--- config.mk ---
export PLATFORM = sky130hd
export DESIGN_NAME = readout_byte_framer_flat
export DESIGN_NICKNAME = d
export VERILOG_FILES = /design/src/rtl/readout_byte_framer_if.sv /design/src/rtl/readout_byte_framer.sv /design/src/flat_wrapper.sv
export SDC_FILE = /design/constraint.sdc
export NUM_CORES = 1
export LEC_CHECK = 0
export ABC_CLOCK_PERIOD_IN_PS = 8520
export CORE_ASPECT_RATIO = 0.6
export CORE_MARGIN = 2
export CORE_UTILIZATION = 66
export DETAILED_ROUTE_END_ITERATION = 6
export PLACE_DENSITY_LB_ADDON = 0.15
export REMOVE_ABC_BUFFERS = 1
export SLEW_MARGIN = 15
export SYNTH_ARGS = -nofsm -noshare
export SYNTH_HDL_FRONTEND = slang
export SYNTH_SLANG_ARGS = --single-unit
--- constraint.sdc ---
create_clock -name clk -period 8.52 [get_ports clk]
set_input_delay 1.704 -clock clk [delete_from_list [all_inputs] [get_ports clk]]
set_output_delay 1.704 -clock clk [all_outputs]
set_load 0.03 [all_outputs]
--- src/rtl/readout_byte_framer_if.sv ---
// Bus between the flag inserter / 8b10b encoder side (master) and the byte framer (slave).
// Word side: word_write is a one-cycle strobe accepted when full=0; byte side: one byte_req pulse per slot.
interface readout_byte_framer_if #(
    parameter int DEPTH_LOG2 = 4
);
    logic [23:0]         word_in;
    logic                word_write;
    logic                full;
    logic [DEPTH_LOG2:0] count;
    logic                overflow;
    logic                byte_req;
    logic [7:0]          byte_out;
    logic                byte_k;
    logic                in_frame;

    modport master (
        output word_in, word_write, byte_req,
        input  full, count, overflow, byte_out, byte_k, in_frame
    );

    modport slave (
        input  word_in, word_write, byte_req,
        output full, count, overflow, byte_out, byte_k, in_frame
    );
endinterface

--- src/rtl/readout_byte_framer.sv ---
// Buffers 24-bit readout words and serialises them MSB-first into SOF/EOF-wrapped byte frames,
// emitting the idle K-character whenever no frame is open.
module readout_byte_framer #(
    parameter int         DEPTH_LOG2 = 4,
    parameter logic [7:0] IDLE_K     = 8'h3C,
    parameter logic [7:0] SOF_K      = 8'hFC,
    parameter logic [7:0] EOF_K      = 8'hBC
) (
    input  logic                   clk,
    input  logic                   reset,
    readout_byte_framer_if.slave   bus,
    output logic [2:0]             state_dbg
);
    localparam logic [2:0] S_IDLE = 3'd0;
    localparam logic [2:0] S_B2   = 3'd1;
    localparam logic [2:0] S_B1   = 3'd2;
    localparam logic [2:0] S_B0   = 3'd3;
    localparam logic [2:0] S_EOF  = 3'd4;

    localparam logic [DEPTH_LOG2:0]   CNT_ONE = {{DEPTH_LOG2{1'b0}}, 1'b1};
    localparam logic [DEPTH_LOG2-1:0] PTR_ONE = {{(DEPTH_LOG2-1){1'b0}}, 1'b1};

    logic [23:0]           mem [2**DEPTH_LOG2];
    logic [DEPTH_LOG2-1:0] wr_ptr;
    logic [DEPTH_LOG2-1:0] rd_ptr;
    logic [DEPTH_LOG2:0]   count_q;
    logic                  overflow_q;
    logic [2:0]            state;
    logic [7:0]            byte_q;
    logic                  byte_k_q;
    logic                  in_frame_q;

    logic        full;
    logic        wr_acc;
    logic        pop;
    logic        more_after_pop;
    logic [23:0] head;

    // Occupancy never exceeds the depth, so the top count bit alone marks full.
    assign full           = count_q[DEPTH_LOG2];
    assign wr_acc         = bus.word_write && !full;
    assign pop            = bus.byte_req && (state == S_B0);
    assign more_after_pop = (count_q != CNT_ONE) || wr_acc;
    assign head           = mem[rd_ptr];

    always_ff @(posedge clk) begin
        if (wr_acc) begin
            mem[wr_ptr] <= bus.word_in;
        end
    end

    always_ff @(posedge clk) begin
        if (reset) begin
            wr_ptr     <= '0;
            rd_ptr     <= '0;
            count_q    <= '0;
            overflow_q <= 1'b0;
        end else begin
            if (wr_acc) begin
                wr_ptr <= wr_ptr + PTR_ONE;
            end
            if (pop) begin
                rd_ptr <= rd_ptr + PTR_ONE;
            end
            case ({wr_acc, pop})
                2'b10:   count_q <= count_q + CNT_ONE;
                2'b01:   count_q <= count_q - CNT_ONE;
                default: count_q <= count_q;
            endcase
            if (bus.word_write && full) begin
                overflow_q <= 1'b1;
            end
        end
    end

    // Framer only moves on byte_req; outputs hold between requests.
    always_ff @(posedge clk) begin
        if (reset) begin
            state      <= S_IDLE;
            byte_q     <= IDLE_K;
            byte_k_q   <= 1'b1;
            in_frame_q <= 1'b0;
        end else if (bus.byte_req) begin
            case (state)
                S_IDLE: begin
                    if (count_q != '0) begin
                        byte_q     <= SOF_K;
                        byte_k_q   <= 1'b1;
                        in_frame_q <= 1'b1;
                        state      <= S_B2;
                    end else begin
                        byte_q   <= IDLE_K;
                        byte_k_q <= 1'b1;
                    end
                end
                S_B2: begin
                    byte_q   <= head[23:16];
                    byte_k_q <= 1'b0;
                    state    <= S_B1;
                end
                S_B1: begin
                    byte_q   <= head[15:8];
                    byte_k_q <= 1'b0;
                    state    <= S_B0;
                end
                S_B0: begin
                    byte_q   <= head[7:0];
                    byte_k_q <= 1'b0;
                    state    <= more_after_pop ? S_B2 : S_EOF;
                end
                S_EOF: begin
                    byte_q     <= EOF_K;
                    byte_k_q   <= 1'b1;
                    in_frame_q <= 1'b0;
                    state      <= S_IDLE;
                end
                default: begin
                    byte_q     <= IDLE_K;
                    byte_k_q   <= 1'b1;
                    in_frame_q <= 1'b0;
                    state      <= S_IDLE;
                end
            endcase
        end
    end

    assign bus.full     = full;
    assign bus.count    = count_q;
    assign bus.overflow = overflow_q;
    assign bus.byte_out = byte_q;
    assign bus.byte_k   = byte_k_q;
    assign bus.in_frame = in_frame_q;
    assign state_dbg    = state;
endmodule

--- src/flat_wrapper.sv ---
// flat-port wrapper written by rule: the top's interface ports become plain ports
module readout_byte_framer_flat 
#(
    parameter int         DEPTH_LOG2 = 4,
    parameter logic [7:0] IDLE_K     = 8'h3C,
    parameter logic [7:0] SOF_K      = 8'hFC,
    parameter logic [7:0] EOF_K      = 8'hBC
)
  (clk, reset, state_dbg, bus_word_in, bus_word_write, bus_byte_req, bus_full, bus_count, bus_overflow, bus_byte_out, bus_byte_k, bus_in_frame);
  readout_byte_framer_if #(.DEPTH_LOG2(DEPTH_LOG2)) bus_i ();
  input  logic clk;
  input  logic reset;
  output logic [2:0] state_dbg;
  input wire logic [$bits(bus_i.word_in)-1:0] bus_word_in;
  input wire logic [$bits(bus_i.word_write)-1:0] bus_word_write;
  input wire logic [$bits(bus_i.byte_req)-1:0] bus_byte_req;
  output wire logic [$bits(bus_i.full)-1:0] bus_full;
  output wire logic [$bits(bus_i.count)-1:0] bus_count;
  output wire logic [$bits(bus_i.overflow)-1:0] bus_overflow;
  output wire logic [$bits(bus_i.byte_out)-1:0] bus_byte_out;
  output wire logic [$bits(bus_i.byte_k)-1:0] bus_byte_k;
  output wire logic [$bits(bus_i.in_frame)-1:0] bus_in_frame;
  assign bus_i.word_in = bus_word_in;
  assign bus_i.word_write = bus_word_write;
  assign bus_i.byte_req = bus_byte_req;
  assign bus_full = bus_i.full;
  assign bus_count = bus_i.count;
  assign bus_overflow = bus_i.overflow;
  assign bus_byte_out = bus_i.byte_out;
  assign bus_byte_k = bus_i.byte_k;
  assign bus_in_frame = bus_i.in_frame;
  readout_byte_framer #(.DEPTH_LOG2(DEPTH_LOG2), .IDLE_K(IDLE_K), .SOF_K(SOF_K), .EOF_K(EOF_K)) u_core (.clk(clk), .reset(reset), .bus(bus_i), .state_dbg(state_dbg));
endmodule
==> impl_metrics.yaml <==
final_layout:
  fill_cells: 1352
  drive_gt1_share_pct: 17.96
  multi_input_area_sq_mm: 0.004011
  syn2layout_area_growth_pct: 11.78
  regArea_sq_mm: 0.01216
  layoutNonFillerInstCount: 1252
  final_util_pct: 75.46
  n_antenna_cell: 0
  fin_nets: 943
setup_path:
  path_cells: "clkdlybuf4s50_1 > nor2b_1 > nand2_1 > nor3_2 > buf_4"
  crit_required_ns: 8.72
  max_stage_delay_ns: 0.93
  start_kind: "input port"
  cp_max_fo: 14
  arrival_ns: 4.49
  cp-end-kind: "register"
  critPathTopFamily: "simple AND/OR/NAND/NOR gates"
  path_class: "input port to register"
  cp.buffers_inverters: 2
  r2r_slack_ns: 5.09
  cp_slowest_cell: "nor3_2"
floorplan:
  dieWidth_um: 207.7
  io_pins: 48
  fp.dieH_um: 126.2
  core_sq_mm: 0.02433
  dieArea_sq_mm: 0.02621
  initial_core_util_pct: 67.51
  rows: 44
sta:
  period_needed_ns: 4.284
  slew_headroom_pct: 23.10
  skew_ns: 0.01239
  fin_crit_sh_pct: 50.28
  slew_viol_final: 0
  setup_violations: 0
  hold_viol: 0
  fmax_mhz: 233.4
  rsz0062_at_grt: "no"
  tightest_slew_ns: 1.147
  tns_ns: 0
power:
  powerDensity_mw_per_mm2: 217.5
  p_total_uw: 3994
  peakVddDrop_v: 0.0001968
  leakagePower_uw: 0.005768
cts:
  clk_pin_slew_ns: 0.06
  cts_post_setup_buffers_inserted: 0
  htreeDepth: 2
  cts_hold_buf: 0
  cts_resized: 0
  cts_root_buf: "clkbuf_16"
  clkSinkCount: 415
  cts_tree: "done"
  cts_buffers: 36
  clock_path_buffers: 3
  insertion_delay_ns: 0.52
synthesis:
  avgSynthCellArea_sq_um: 19.60
  synthArstFlopShare_pct: 0
  yosys.area.top_type_share_pct: 70.20
  synth_area_leaders: "edfxtp_1 70%, mux4_2 7.5%, mux4_1 4.5%"
  synth_area_leader_cell: "edfxtp_1"
  synth_common_cells: "384 x edfxtp_1, 55 x mux4_2, 47 x mux2i_1"
  synth_cells: 838
  synth_cell_types: 57
  synth_area_sq_mm: 0.01643
  ys_ff_latch: 415
  synth_most_common_cell: "edfxtp_1"
  ys_seq_area_share_pct: 73.97
  ys.flop_type: "edfxtp_1"
  synth-edff-count: 384
  yosysWarnings: 0
routing:
  routedWlPerCell_um: 31.30
  num_vias: 8700
  drcViolationCount: 0
  via_per_inst: 6.949
  wl_um: 39190
  drt-initial-drc-count: 1427
  antenna_left: 0
  dr.pass1.iters: 7
global_routing:
  grt_max_degree: 79
  first_global_vias: 8662
  antenna_found_initial: 0
  grt_overflow: 0
  grt_pass1_wl_um: 57390
  globalRouteTotalUtil_pct: 30.75
placed_design:
  port_buffers: 47
  hpwl_um: 24440
  place_inst: 1189
  place.gp.congestion: 0.8988
outcome:
  outcome: "finished, final reports clean"
worst_hold_path:
  min_path_type: "register to register"
job:
  cap_violations: 0
placed cells by master, fill, tap and decap left out, types with 10 or more instances in the layout:
cell type        count
clkdlybuf4s50_1     47
edfxtp_1           384
buf_4               26
dfxtp_1             28
nand2_1             36
clkbuf_16           37
mux4_1              28
ha_1                10
clkbuf_1            10
mux4_2              55
nor2_1              28
a21oi_1             14
nor2_2              12
mux2i_1             47
mux2_2              10
through the flow:
step,worst slack [ns],hold slack [ns],area (sq um)
after CTS,4.274,0.5034,18360
after floorplan,3.589,0.4603,16140
after global routing,4.091,0.5458,18360
final,4.236,0.4951,18360
after detailed placement,3.740,0.4948,17280
after global placement,3.944,0.4529,17270
tightest hold or removal path, cell delays in order, from the launching register on:
cell and delay, ns:
dfxtp_1 0.34, a21oi_1 0.05, nor2_1 0.08
area by class of cell:
type,count,share of cell area (%)
multi-input combinational,369,21.85
tap,322,2.194
timing repair buffer,74,3.652
sequential,415,66.24
clock inverter,15,0.5656
inverter,9,0.1840
clock buffer,48,5.322
power breakdown:
group,switching (uW),internal (uW)
clock network,696,840
logic,122,66.2
registers,15.0,2250
total,834,3160
per-layer routing:
layer,GRT usage (%),vias to the layer above,routed length [um]
li1,-,3557,-
met3,9.027,85,4880
met2,45.98,593,17810
met1,45.32,4461,15450
met5,1.452,-,80
met4,8.344,4,968
final timing paths:
kind	start	to	depth (start not counted)
worst max-delay path	bus_word_write	u_core.mem[1][18]	5
worst min-delay path	u_core.bus.overflow	u_core.bus.overflow	2
worst max register to register	register	u_core.bus.byte_out[1]	6
worst min register to register	u_core.bus.overflow	u_core.bus.overflow	2
registers in the layout, indices dropped and copies added (netlist names), named ones only:
| register | cells |
|---|---|
| u_core.bus.byte_k | 1 |
| u_core.bus.overflow | 1 |
| u_core.bus.count | 5 |
| u_core.state_dbg | 3 |
| u_core.bus.byte_out | 8 |
| u_core.wr_ptr | 4 |
| u_core.rd_ptr | 4 |
| u_core.mem | 384 |
| u_core.bus.in_frame | 1 |
cell families (layout without fill, tap and decap cells):
| family | Yosys count | in the layout | share of synthesized area (%) |
|---|---|---|---|
| AO/OA/AOI/OAI | 68 | 68 | 2.872 |
| flip-flops | 415 | 415 | 73.97 |
| buffers and inverters | 54 | 146 | 1.950 |
| XOR/XNOR | 10 | 10 | 0.5331 |
| adder cells (fa/ha/maj) | 10 | 10 | 0.7617 |
| multiplexers | 140 | 140 | 15.57 |
| AND/OR/NAND/NOR | 141 | 141 | 4.341 |
No activity file was read; power rests on OpenSTA's default activity.
